**config.mk**
```make
export PLATFORM = sky130hd
export DESIGN_NAME = mmio_game_io
export DESIGN_NICKNAME = d
export VERILOG_FILES = /design/src/rtl/io_map_pkg.sv /design/src/rtl/io_debounce.sv /design/src/rtl/mmio_game_io.sv
export SDC_FILE = /design/constraint.sdc
export NUM_CORES = 1
export LEC_CHECK = 0
export BUFFER_PORTS_ARGS = -buffer_cell sky130_fd_sc_hd__buf_2
export CAP_MARGIN = 20
export CORE_ASPECT_RATIO = 1.1
export CORE_MARGIN = 8
export CORE_UTILIZATION = 55
export DETAILED_ROUTE_END_ITERATION = 6
export GPL_ROUTABILITY_DRIVEN = 1
export GPL_TIMING_DRIVEN = 0
export PLACE_DENSITY = 0.78
export SLEW_MARGIN = 20
export SYNTH_ARGS = -nofsm -noshare
export SYNTH_HDL_FRONTEND = slang
export SYNTH_HIERARCHICAL = 1
export SYNTH_SLANG_ARGS = --single-unit
```
**constraint.sdc**
```tcl
create_clock -name clock -period 5.2 [get_ports clock]
set_input_delay 1.56 -clock clock [delete_from_list [all_inputs] [get_ports clock]]
set_output_delay 1.56 -clock clock [all_outputs]
set_load 0.02 [all_outputs]
```
**src/rtl/io_map_pkg.sv**
```systemverilog
// Register map, field positions and LFSR helper shared by the game I/O peripheral.
package io_map_pkg;

  typedef enum logic [1:0] {
    OFF_RANDOM = 2'd0,
    OFF_LED    = 2'd1,
    OFF_EVENT  = 2'd2,
    OFF_LEVEL  = 2'd3
  } reg_off_e;

  localparam int unsigned LED_ON_BIT   = 0;
  localparam int unsigned LED_IDX_LSB  = 1;
  localparam int unsigned LED_IDX_MSB  = 4;
  localparam int unsigned LED_MODE_BIT = 31;

  localparam int unsigned EV_PEND_BIT = 31;
  localparam int unsigned EV_OVR_BIT  = 30;

  // Galois mask for x^32 + x^22 + x^2 + x + 1 (right-shifting form).
  localparam logic [31:0] LFSR_TAPS = 32'h8020_0003;

  function automatic logic [31:0] lfsr_step(input logic [31:0] s);
    return {1'b0, s[31:1]} ^ (s[0] ? LFSR_TAPS : '0);
  endfunction

endpackage

```
**src/rtl/io_debounce.sv**
```systemverilog
// One button channel: 2-flop synchroniser, stability counter, accepted level and rise pulse.
module io_debounce #(
  parameter int unsigned DEBOUNCE_CYCLES = 500000
) (
  input  logic clock,
  input  logic reset,
  input  logic raw,
  output logic level,
  output logic rise
);

  localparam int unsigned CW = (DEBOUNCE_CYCLES > 1) ? $clog2(DEBOUNCE_CYCLES) : 1;

  logic          sync1;
  logic          sync2;
  logic          accept;
  logic [CW-1:0] cnt;

  // The level flips on the edge that would bring the mismatch count to DEBOUNCE_CYCLES.
  always_comb begin
    accept = (sync2 != level) && (cnt == CW'(DEBOUNCE_CYCLES - 1));
    rise   = accept && sync2;
  end

  always_ff @(posedge clock) begin
    if (!reset) begin
      sync1 <= 1'b0;
      sync2 <= 1'b0;
      cnt   <= '0;
      level <= 1'b0;
    end else begin
      sync1 <= raw;
      sync2 <= sync1;
      if (sync2 == level || accept) cnt <= '0;
      else                          cnt <= cnt + CW'(1);
      if (accept) level <= sync2;
    end
  end

endmodule

```
**src/rtl/mmio_game_io.sv**
```systemverilog
// Memory-mapped game I/O: LFSR random source, timed LEDs, debounced button events and levels.
module mmio_game_io
  import io_map_pkg::*;
#(
  parameter int unsigned NUM_CH          = 4,
  parameter logic [11:0] BASE_ADDR       = 12'd5,
  parameter int unsigned DEBOUNCE_CYCLES = 500000,
  parameter int unsigned FLASH_CYCLES    = 12500000,
  parameter logic [31:0] LFSR_SEED       = 32'hACE1_0001
) (
  input  logic              clock,
  input  logic              reset,
  input  logic              wren,
  input  logic              rden,
  input  logic [11:0]       addr,
  input  logic [31:0]       data_in,
  output logic [31:0]       data_out,
  output logic              hit,
  input  logic [NUM_CH-1:0] buttons,
  output logic [NUM_CH-1:0] leds
);

  localparam int unsigned FW = $clog2(FLASH_CYCLES + 1);

  logic [11:0]       rel_addr;
  reg_off_e          off;
  logic [3:0]        led_idx;
  logic              led_wr;
  logic              rand_rd;
  logic              ev_clr;
  logic [NUM_CH-1:0] level;
  logic [NUM_CH-1:0] rise;
  logic              edge_any;
  logic              edge_multi;
  logic              edge_found;
  logic [3:0]        first_idx;
  logic              ev_pend;
  logic              ev_ovr;
  logic [3:0]        ev_idx;
  logic [31:0]       lfsr;
  logic [FW-1:0]     flash_cnt [NUM_CH];
  logic              unused_data;

  assign unused_data = ^data_in[LED_MODE_BIT-1:LED_IDX_MSB+1];

  // Wrap-around subtraction keeps the window test a single compare.
  always_comb begin
    rel_addr = addr - BASE_ADDR;
    hit      = rel_addr < 12'd4;
    off      = reg_off_e'(rel_addr[1:0]);
    led_idx  = data_in[LED_IDX_MSB:LED_IDX_LSB];
    led_wr   = wren && hit && (off == OFF_LED) && (32'(led_idx) < NUM_CH);
    rand_rd  = rden && hit && (off == OFF_RANDOM);
    ev_clr   = rden && hit && (off == OFF_EVENT);
  end

  for (genvar g = 0; g < NUM_CH; g++) begin : g_ch
    io_debounce #(
      .DEBOUNCE_CYCLES(DEBOUNCE_CYCLES)
    ) u_debounce (
      .clock(clock),
      .reset(reset),
      .raw  (buttons[g]),
      .level(level[g]),
      .rise (rise[g])
    );
  end

  always_comb begin
    edge_any   = |rise;
    edge_multi = |(rise & (rise - NUM_CH'(1)));
    edge_found = 1'b0;
    first_idx  = '0;
    for (int unsigned i = 0; i < NUM_CH; i++) begin
      if (rise[i] && !edge_found) begin
        first_idx  = 4'(i);
        edge_found = 1'b1;
      end
    end
  end

  always_ff @(posedge clock) begin
    if (!reset) begin
      leds <= '0;
      for (int unsigned i = 0; i < NUM_CH; i++) flash_cnt[i] <= '0;
    end else begin
      for (int unsigned i = 0; i < NUM_CH; i++) begin
        if (led_wr && led_idx == 4'(i)) begin
          if (data_in[LED_MODE_BIT] && data_in[LED_ON_BIT]) begin
            leds[i]      <= 1'b1;
            flash_cnt[i] <= FW'(FLASH_CYCLES);
          end else begin
            leds[i]      <= data_in[LED_ON_BIT];
            flash_cnt[i] <= '0;
          end
        end else if (flash_cnt[i] != '0) begin
          flash_cnt[i] <= flash_cnt[i] - FW'(1);
          if (flash_cnt[i] == FW'(1)) leds[i] <= 1'b0;
        end
      end
    end
  end

  // A clearing read that coincides with an edge hands over straight to the new event.
  always_ff @(posedge clock) begin
    if (!reset) begin
      ev_pend <= 1'b0;
      ev_ovr  <= 1'b0;
      ev_idx  <= '0;
    end else if (ev_clr) begin
      ev_pend <= edge_any;
      ev_ovr  <= edge_multi;
      ev_idx  <= edge_any ? first_idx : '0;
    end else if (edge_any) begin
      if (!ev_pend) begin
        ev_pend <= 1'b1;
        ev_ovr  <= edge_multi;
        ev_idx  <= first_idx;
      end else begin
        ev_ovr  <= 1'b1;
      end
    end
  end

  always_ff @(posedge clock) begin
    if (!reset)       lfsr <= LFSR_SEED;
    else if (rand_rd) lfsr <= lfsr_step(lfsr_step(lfsr));
    else              lfsr <= lfsr_step(lfsr);
  end

  always_comb begin
    data_out = '0;
    if (hit) begin
      case (off)
        OFF_RANDOM: data_out = lfsr;
        OFF_LED:    data_out[NUM_CH-1:0] = leds;
        OFF_EVENT: begin
          data_out[EV_PEND_BIT] = ev_pend;
          data_out[EV_OVR_BIT]  = ev_ovr;
          data_out[3:0]         = ev_idx;
        end
        OFF_LEVEL:  data_out[NUM_CH-1:0] = level;
        default:    data_out = '0;
      endcase
    end
  end

endmodule

```
==> metrics.csv, run 1 <==
metric,value,unit
cp-end-kind,output port,
criticalPathCategory,in2out,
clockBufferDepth,3,
required,3640,ps
antenna_found_initial,1,
hold_viol,0,
grt_overflow,0,
fmax,0.197,GHz
cts_buffers,23,
critPathLaunchType,input port,
routed_wl,24.3,mm
nFillCells,1674,
start_util,55.7,%
synth_cell_types,65,
dp_hpwl,17.1,mm
grt_pass1_wl,40.8,mm
synth_edf_count,96,
syn_nets,1258,
synth-main-ff-cell,dfxtp_1,
synth-seq-cells,224,
synth-seq-area-share,47.8,%
synthTopCellsByArea,"edfxtp_1, dfxtp_1, xnor2_1, nor2_1, xor2_1",
crit_chain,buf_2 -> or4b_1 -> o21ai_2 -> nand3_2 -> nor2_4 -> clkbuf_2 -> and2_1 -> buf_2,
status,"finished, final reports clean",
die_w,153,µm
p_per_area,432,nW/µm²
drc,0,
fin_crit_sh,97.5,%
first_pass_iters,5,
slowest_stage,or4b_1,
portBuffers,62,
ios,89,
crit_top_cell,buf_2,
wl_per_cell,15.6,µm
worst-path-buf-inv,3,
clk_pin_slew_worst_paths,60,ps
use_met3,2.90,%
via_per_inst,5.74,
arrival,3510,ps
worst-slew-pin-transition,1040,ps
critPathMaxFanout,10,
gr-usage-met1,23.2,%
avgSynthCellArea,9.54,µm²
die_h,167,µm
final_area,12700,µm²
rsz0062_at_grt,false,
ir_drop,0.254,mV
finalSetupViolations,0,
final_cells,1554,
cts_root_buf,clkbuf_16,
period_minus_slack,5070,ps
ant_nets,0,
synthCells,1194,
clk_latency,520,ps
core-area,20400,µm²
syn_to_final_growth,11.9,%
maxSlewViolCount,0,
max-cap-violations,0,
fin_nets,1345,
antenna_cells,0,
place_inst,1512,
yosysWarnings,6,
whs,436,ps
grt_max_degree,25,
synth.largest_area_cell,edfxtp_1,
relSlewSlack,30.6,%
drt_iter0_markers,592,
grtUsageMet2,32.5,%
grt_usage,18.6,%
num_vias,8915,
min_path_type,reg2reg,
synth_top_area_share,25.3,%
path_delay_family,simple AND/OR/NAND/NOR gates,
synth-async-reset-ratio,0,%
finalClockSkew,19.0,ps
dieArea,25600,µm²
grt_pass1_vias,8611,
gr-max-usage-layer,met2,
core.rowCount,55,
cts.sinks,224,
placed_area,12000,µm²
max_stage_delay,560,ps
cts.htree.levels,1,
drive_above_1_share,11.5,%
gp_congestion,0.830,
p_leak,4.53,nW
cts_tree,yes,
syn_area,11400,µm²
state kept, by name, summed over array words and instances (netlist names):
signal	flops
flash_cnt	96
lfsr	32
g_ch.u_debounce/level	4
leds	4
g_ch.u_debounce/sync1	4
g_ch.u_debounce/sync2	4
g_ch.u_debounce/cnt	76
ev_ovr	1
ev_pend	1
ev_idx	2
worst register-to-register path, stage by stage, from the launching register on:
cell      delay (ps)
edfxtp_1         460
or4_1            600
or4_1            460
or4_4            550
or3_1            770
per-stage QoR:
stage | setup TNS, ps | setup slack (ps) | total power, mW | utilization (%)
after global routing | 0 | 10.3 | 5.84 | 62.4
after global placement | -3970 | -280 | 3.90 | 58.8
after floorplan | 0 | 494 | 3.62 | -
after detailed placement | -4700 | -334 | 3.95 | 58.8
final | 0 | 131 | 5.50 | 62.4
after CTS | 0 | 101 | 5.53 | 62.3
report_power, final:
group,internal (mW),switching [mW]
clock network,0.890,0.668
logic,0.643,0.882
registers,2.18,0.236
placed cells by master, fill, tap and decap left out, drive strengths merged, types with 53 or more instances in the layout:
master / Yosys / layout
a21oi: 71 / 71
buf: 14 / 77
clkbuf: 20 / 53
dfxtp: 128 / 128
edfxtp: 96 / 96
nand2: 109 / 109
nand3: 60 / 60
nor2: 155 / 155
xnor2: 101 / 101
layout make-up:
cell class                      instances  area [µm²]  share of cell area, %
Tap cell                              256         320                   2.51
Inverter                               30         113                  0.883
Clock inverter                          8        40.0                  0.314
Sequential cell                       224        5450                   42.7
Timing Repair Buffer                   63         318                   2.49
Multi-Input combinational cell        905        5630                   44.2
Clock buffer                           34         668                   5.24
Buffer                                 34         215                   1.69
per-layer routing:
metal	wire length, µm	vias to the layer above
met5	13	-
met4	474	2
met3	1270	42
met2	11900	206
met1	10600	4192
li1	-	4473
timing repair:
item | 4_1_cts | 5_1_grt
hold buffers | 0 | 0
gates resized for setup | 4 | 1
setup buffers | 0 | 1
endpoints found under the setup margin | 20 | 20
pin swaps | 1 | 1
logic make-up after synthesis:
kind of cell	count (synthesis)	synth area share (%)
buffers and inverters	65	2.90
DFF	224	47.8
adders and majority gates	12	1.32
AOI/OAI and AO/OA	131	7.14
and+or+nand+nor	593	27.4
xor gates and xnor gates	148	11.4
muxes	21	2.09
Yosys cell counts, types with 5 or more instances:
master,count
nor3_1,48
mux2i_1,17
or4_1,21
nor2_1,155
nand3_1,59
ha_1,12
xor2_1,47
o21ai_0,15
a21oi_1,71
inv_1,29
nor4b_1,14
and3_1,11
o21ai_1,13
nor4_1,47
buf_6,6
dfxtp_1,128
clkbuf_1,20
or4_4,6
or3_1,10
nor2b_1,6
o211ai_1,5
xnor2_1,101
edfxtp_1,96
or4b_1,6
nand4_1,30
nand2_1,109
and2_1,36
path summary, 6_finish.rpt:
| check | start | endpoint | slack (ps) | cells after the start |
|---|---|---|---|---|
| setup reg to reg | flash_cnt[2][9] | flash_cnt[2][8] | 1940 | 4 |
| setup / recovery | addr[1] | data_out[28] | 130 | 8 |
| hold reg to reg | g_ch[1].u_debounce/sync1 | g_ch[1].u_debounce/sync2 | 440 | 1 |
| hold / removal | g_ch[1].u_debounce/sync1 | g_ch[1].u_debounce/sync2 | 440 | 1 |
Note: power is estimated with default switching activity, not from simulation.
==> run 2, diff against run 1 <==
--- a/config.mk
+++ b/config.mk
@@ -6,7 +6,7 @@
 export NUM_CORES = 1
 export LEC_CHECK = 0
 export BUFFER_PORTS_ARGS = -buffer_cell sky130_fd_sc_hd__buf_2
-export CAP_MARGIN = 20
+export CAP_MARGIN = 0
 export CORE_ASPECT_RATIO = 1.1
 export CORE_MARGIN = 8
 export CORE_UTILIZATION = 55
@@ -17,5 +17,4 @@
 export SLEW_MARGIN = 20
 export SYNTH_ARGS = -nofsm -noshare
 export SYNTH_HDL_FRONTEND = slang
-export SYNTH_HIERARCHICAL = 1
 export SYNTH_SLANG_ARGS = --single-unit
==> run 2 against run 1 <==
  * Fmax down 0.29%
  * Utilization increased by 0.76 points
  * Critical endpoint is now data_out[31]
  * Synthesized cell count shrank 0.92%
  * Setup slack got worse by 15 ps
==> metrics.csv, run 2 <==
metric,value,unit,change
reg.largest.list,"flash_cnt: 96 flops, g_ch.u_debounce.cnt: 76 flops, lfsr: 32 flops",,"was flash_cnt: 96 flops, g_ch.u_debounce/cnt: 76 flops, lfsr: 32 flops"
drive_above_1_share,9.76,%,was 11.5%
cts_buffers,23,,unchanged
avgSynthCellArea,9.31,µm²,was 9.54 µm²
syn_area,11000,µm²,was 11400 µm²
p_total,5.77,mW,was 5.50 mW
synth-seq-cells,224,,unchanged
yosysWarnings,0,,was 6
p_sw_share,33.2,%,was 32.4%
antenna_found_initial,0,,was 1
ios,89,,unchanged
grt_overflow,0,,unchanged
min_path_type,reg2reg,,unchanged
synth_top_area_share,26.2,%,was 25.3%
regMostFlops,flash_cnt,,unchanged
synth.largest_area_cell,edfxtp_1,,unchanged
max-cap-violations,0,,unchanged
r2r_start,flash_cnt[3][0],,was flash_cnt[2][9]
syn_to_final_growth,13.0,%,was 11.9%
largest_reg_flops,96,,unchanged
p_per_area,464,nW/µm²,was 432 nW/µm²
mostFrequentLayoutCells,"nor2_1, dfxtp_1, nand2_1",,unchanged
ant_nets,0,,unchanged
required,3640,ps,about the same
synth-main-ff-cell,dfxtp_1,,unchanged
routed_wl,24.2,mm,was 24.3 mm
relSlewSlack,44.6,%,was 30.6%
fmax,0.197,GHz,about the same
num_vias,8720,,was 8915
dieArea,24800,µm²,was 25600 µm²
cts_tree,yes,,unchanged
period_minus_slack,5080,ps,was 5070 ps
synthCells,1183,,was 1194
criticalPathCategory,in2out,,unchanged
portBuffers,61,,was 62
wl_per_cell,15.7,µm,was 15.6 µm
grt_pass1_vias,8547,,was 8611
cts.sinks,224,,unchanged
synthTopCellsByCount,"nor2_1, dfxtp_1, nand2_1",,unchanged
p_leak,4.64,nW,was 4.53 nW
synth_edf_count,96,,unchanged
finalClockSkew,6.02,ps,was 19.0 ps
grt_usage,19.6,%,was 18.6%
cp-end-kind,output port,,unchanged
reg2reg_depth,7,,was 4
hold_depth,1,,unchanged
die_h,164,µm,was 167 µm
synthTopCellsByArea,"edfxtp_1, dfxtp_1, xnor2_1, nor2_1, xor2_1",,unchanged
synth-seq-area-share,49.4,%,was 47.8%
start_util,55.8,%,was 55.7%
pwr-share-clk,27.2,%,was 28.3%
critPathMaxFanout,10,,unchanged
cts_root_buf,clkbuf_16,,unchanged
worst-slew-pin-transition,823,ps,was 1040 ps
power.share.combinational,29.5,%,was 27.7%
dp_hpwl,17.1,mm,about the same
synth-async-reset-ratio,0,%,unchanged
status,"finished, final reports clean",,unchanged
final_common_cell,nor2_1,,unchanged
die_w,151,µm,was 153 µm
core.rowCount,54,,was 55
grt_max_degree,15,,was 25
fin_nets,1338,,was 1345
clockBufferDepth,3,,unchanged
clk_pin_slew_worst_paths,60,ps,about the same
fin_ws,117,ps,was 131 ps
reg2reg_to,flash_cnt[3][21],,was flash_cnt[2][8]
rsz0062_at_grt,false,,unchanged
synth_cell_types,56,,was 65
yosysMostFrequentCell,nor2_1,,unchanged
p_sw,1.91,mW,was 1.79 mW
post-place-ws,-220,ps,was -334 ps
critPathLaunchType,input port,,unchanged
cp-endpoint,data_out[31],,was data_out[28]
drt_iter0_markers,555,,was 592
grt_pass1_wl,40.6,mm,was 40.8 mm
timing.critical_path.from,addr[1],,unchanged
first_pass_iters,5,,unchanged
p_int,3.86,mW,was 3.72 mW
rrSetupSlack,1940,ps,about the same
maxSlewViolCount,0,,unchanged
arrival,3520,ps,was 3510 ps
pwr-share-seq,43.3,%,was 44.0%
gp_congestion,0.860,,was 0.830
ctsHoldBuffers,0,,unchanged
clk_latency,510,ps,was 520 ps
drc,0,,unchanged
cts.htree.levels,1,,unchanged
syn_nets,1247,,was 1258
hold_viol,0,,unchanged
via_per_inst,5.65,,was 5.74
finalSetupViolations,0,,unchanged
core-area,19700,µm²,was 20400 µm²
fin_crit_sh,97.8,%,was 97.5%
ir_drop,0.239,mV,was 0.254 mV
## run 2: worst max-delay path: stages
cell	delay, ps
buf_2	130
clkbuf_2	210
or4b_2	690
o21ai_1	180
nand2_1	130
inv_1	110
nand2_1	80
nor2_1	220
buf_2	210
## run 2: worst min-delay path by stage
stage                                        start                  endpoint
after floorplan           g_ch[0].u_debounce.sync1  g_ch[0].u_debounce.sync2
after detailed placement  g_ch[3].u_debounce.sync1  g_ch[3].u_debounce.sync2
after global placement    g_ch[3].u_debounce.sync1  g_ch[3].u_debounce.sync2
final                     g_ch[3].u_debounce.sync1  g_ch[3].u_debounce.sync2
after global routing      g_ch[3].u_debounce.sync1  g_ch[3].u_debounce.sync2
after CTS                 g_ch[3].u_debounce.sync1  g_ch[3].u_debounce.sync2
## run 2: cell type report
| type | instances | area [µm²] |
|---|---|---|
| Timing Repair Buffer | 67 | 377 |
| Multi-Input combinational cell | 895 | 5360 |
| Clock buffer | 33 | 663 |
| Tap cell | 252 | 315 |
| Inverter | 24 | 90.1 |
| Antenna cell | 1 | 2.50 |
| Sequential cell | 224 | 5450 |
| Buffer | 39 | 155 |
| Clock inverter | 9 | 51.3 |
| Fill cell | 1657 | 7270 |
## run 2: cell families (layout without fill, tap and decap cells)
logic type      count (synthesis)  in the layout  share of synthesized area [%]
flops                         224            224                           49.4
compound gates                125            125                           6.40
other cells                     0              1                              0
fa+ha+maj                      13             13                           1.45
mux                             9              9                           1.04
xor+xnor                      156            156                           12.4
simple gates                  592            592                           27.0
buf+inv                        64            172                           2.25
## run 2: power by group through the flow
stage	clock network [mW]	logic (mW)	registers [mW]
2_1_floorplan	0	1.36	2.46
3_3_place_gp	0	1.61	2.52
3_5_place_dp	0	1.67	2.53
4_1_cts	1.59	1.69	2.49
5_1_grt	1.66	1.90	2.54
6_report	1.57	1.70	2.50
## run 2: repair_timing
action                                  CTS  global route
cloned                                    0             0
setup buffers                             0             1
gates resized for setup                   3             3
endpoints found under the setup margin   24            22
pin swaps                                 1             1
## run 2: per-stage QoR
stage          util [%]  TNS, ps  cell area, µm²  std cells  hold WS, ps
6_report           63.1        0           12500       1544          428
5_1_grt            63.1        0           12500       1543          453
4_1_cts            63.0        0           12400       1542          428
3_5_place_dp       59.3    -4260           11700       1501          419
3_3_place_gp       59.0    -3860           11600       1496          419
2_1_floorplan         -        0           11000       1183          412
## run 2: per-layer routing
| layer | track usage (%) | wire length (µm) |
|---|---|---|
| met4 | 6.08 | 587 |
| met2 | 32.4 | 11400 |
| met3 | 3.12 | 1280 |
| met5 | 0 | 0 |
| met1 | 25.9 | 10900 |
==> run 3, diff against run 2 <==
--- a/config.mk
+++ b/config.mk
@@ -13,7 +13,8 @@
 export DETAILED_ROUTE_END_ITERATION = 6
 export GPL_ROUTABILITY_DRIVEN = 1
 export GPL_TIMING_DRIVEN = 0
-export PLACE_DENSITY = 0.78
+export PLACE_DENSITY = 0.74
+export RECOVER_POWER = 50
 export SLEW_MARGIN = 20
 export SYNTH_ARGS = -nofsm -noshare
 export SYNTH_HDL_FRONTEND = slang
==> run 3 against run 2 <==
  * Sequential cell count unchanged
  * Combinational power about the same
  * Setup slack improved by 56 ps
  * Utilization about the same
  * Register-to-register slack got worse by 230 ps
  * Highest routed layer unchanged
  * Via count is 1.8% lower
  * Hold slack improved by 9.2 ps
  * Final cell count grew 0.19%
  * Sequential share of layout area barely moved
==> metrics.csv, run 3 (synthesis results as in run 2) <==
metric,value,unit,change
status,"finished, final reports clean",,unchanged
fin_ws,172,ps,was 117 ps
regMostFlops,flash_cnt,,unchanged
maxSlewViolCount,0,,unchanged
cts_tree,yes,,unchanged
worst-slew-pin-transition,956,ps,was 823 ps
core-area,19700,µm²,unchanged
fmax,0.199,GHz,was 0.197 GHz
critPathLaunchType,input port,,unchanged
cts.sinks,224,,unchanged
core.rowCount,54,,unchanged
grt_max_degree,15,,unchanged
dp_hpwl,17.0,mm,was 17.1 mm
p_per_area,465,nW/µm²,was 464 nW/µm²
hold_viol,0,,unchanged
cts_root_buf,clkbuf_16,,unchanged
largest_reg_flops,96,,unchanged
gp_congestion,0.830,,was 0.860
drt_iter0_markers,443,,was 555
cts_buffers,24,,was 23
clk_pin_slew_worst_paths,60,ps,about the same
slowest_stage,or4b_2,,unchanged
max-cap-violations,0,,unchanged
regArea,5450,µm²,unchanged
reg2reg_depth,7,,unchanged
critPathMaxFanout,10,,unchanged
mostFrequentLayoutCells,"nor2_1, dfxtp_1, nand2_1",,unchanged
fin_nets,1340,,was 1338
die_h,164,µm,unchanged
required,3640,ps,about the same
period_minus_slack,5030,ps,was 5080 ps
criticalPathCategory,in2out,,unchanged
p_total,5.78,mW,was 5.77 mW
grt_usage,19.5,%,was 19.6%
final_common_cell,nor2_1,,unchanged
clk_latency,520,ps,was 510 ps
clockBufferDepth,3,,unchanged
grt_overflow,0,,unchanged
grt_pass1_wl,40.1,mm,was 40.6 mm
first_pass_iters,5,,unchanged
p_leak,4.62,nW,was 4.64 nW
wl_per_cell,15.5,µm,was 15.7 µm
via_per_inst,5.54,,was 5.65
hold_depth,1,,unchanged
drive_above_1_share,8.89,%,was 9.76%
max_stage_delay,750,ps,was 690 ps
reg.largest.list,"flash_cnt: 96 flops, g_ch.u_debounce.cnt: 76 flops, lfsr: 32 flops",,unchanged
routed_wl,24.0,mm,was 24.2 mm
multi_input_comb_area,5330,µm²,was 5360 µm²
cp-end-kind,output port,,unchanged
final_area,12400,µm²,was 12500 µm²
start_util,55.8,%,unchanged
num_vias,8566,,was 8720
arrival,3470,ps,was 3520 ps
drc,0,,unchanged
rsz0062_at_grt,false,,unchanged
min_path_type,reg2reg,,unchanged
dieArea,24800,µm²,unchanged
placed_area,11700,µm²,about the same
cts.htree.levels,1,,unchanged
finalSetupViolations,0,,unchanged
ir_drop,0.383,mV,was 0.239 mV
finalClockSkew,13.2,ps,was 6.02 ps
antenna_found_initial,1,,was 0
ios,89,,unchanged
ant_nets,0,,unchanged
post-place-ws,-235,ps,was -220 ps
portBuffers,61,,unchanged
die_w,151,µm,unchanged
crit_chain,buf_2 -> clkbuf_1 -> or4b_2 -> o21ai_2 -> nand2_1 -> inv_1 -> nand2_1 -> nor2_1 -> buf_2,,was buf_2 -> clkbuf_2 -> or4b_2 -> o21ai_1 -> nand2_1 -> inv_1 -> nand2_1 -> nor2_1 -> buf_2
fin_crit_sh,96.7,%,was 97.8%
relSlewSlack,35.6,%,was 44.6%
grt_pass1_vias,8365,,was 8547
syn_to_final_growth,13.0,%,about the same
nFillCells,1665,,was 1657
-- run 3: cell count changes in the layout (fill, tap and decap cells not counted), sizes merged --
cell,previous run,this run
clkinvlp,1,0
inv,24,23
clkinv,8,17
buf,71,64
clkbuf,68,70
bufinv,0,1
-- run 3: final timing paths --
kind | startpoint | to | slack (ps)
max | addr[1] | data_out[31] | 170
min | g_ch[3].u_debounce.sync1 | g_ch[3].u_debounce.sync2 | 440
max reg2reg | flash_cnt[1][12] | flash_cnt[1][20] | 1710
min reg2reg | g_ch[3].u_debounce.sync1 | g_ch[3].u_debounce.sync2 | 440
-- run 3: where the power goes --
group          switching [mW]  total [mW]  internal, mW
clock network           0.705        1.60         0.898
logic                   0.959        1.68         0.723
registers               0.266        2.50          2.23
-- run 3: final cells by class --
type                            count  share of cell area (%)
Multi-Input combinational cell    895                    42.9
Timing Repair Buffer               68                    3.07
Clock inverter                     17                   0.945
Antenna cell                        1                  0.0201
Clock buffer                       27                    4.92
Sequential cell                   224                    43.7
Buffer                             39                    1.20
Inverter                           24                   0.724
Tap cell                          252                    2.53
-- run 3: repair_timing --
item | in CTS | in global routing
pin swaps | 1 | 0
hold buffers | 0 | 0
setup buffers | 1 | 0
endpoints found under the setup margin | 28 | 24
resized for setup | 2 | 8
-- run 3: critical path, delay by kind of cell --
| family | cells | cell delay, ps |
|---|---|---|
| buffers and inverters | 4 | 690 |
| AOI/OAI and AO/OA | 1 | 140 |
| and+or+nand+nor | 4 | 1080 |
-- run 3: layer usage --
metal | vias to the layer above | wire length [µm] | track usage (%)
met3 | 39 | 1440 | 4.28
met2 | 196 | 11000 | 31.9
li1 | 4323 | - | -
met1 | 4008 | 10900 | 25.1
met5 | - | 0 | 0
met4 | 0 | 626 | 6.30
-- run 3: through the flow --
stage	hold slack, ps	TNS, ps	util [%]	cells
floorplan	412	0	-	1183
global route	476	0	63.1	1546
global placement	419	-5180	59.0	1496
detailed placement	423	-4820	59.4	1502
finish	437	0	63.1	1547
CTS	441	0	63.2	1546
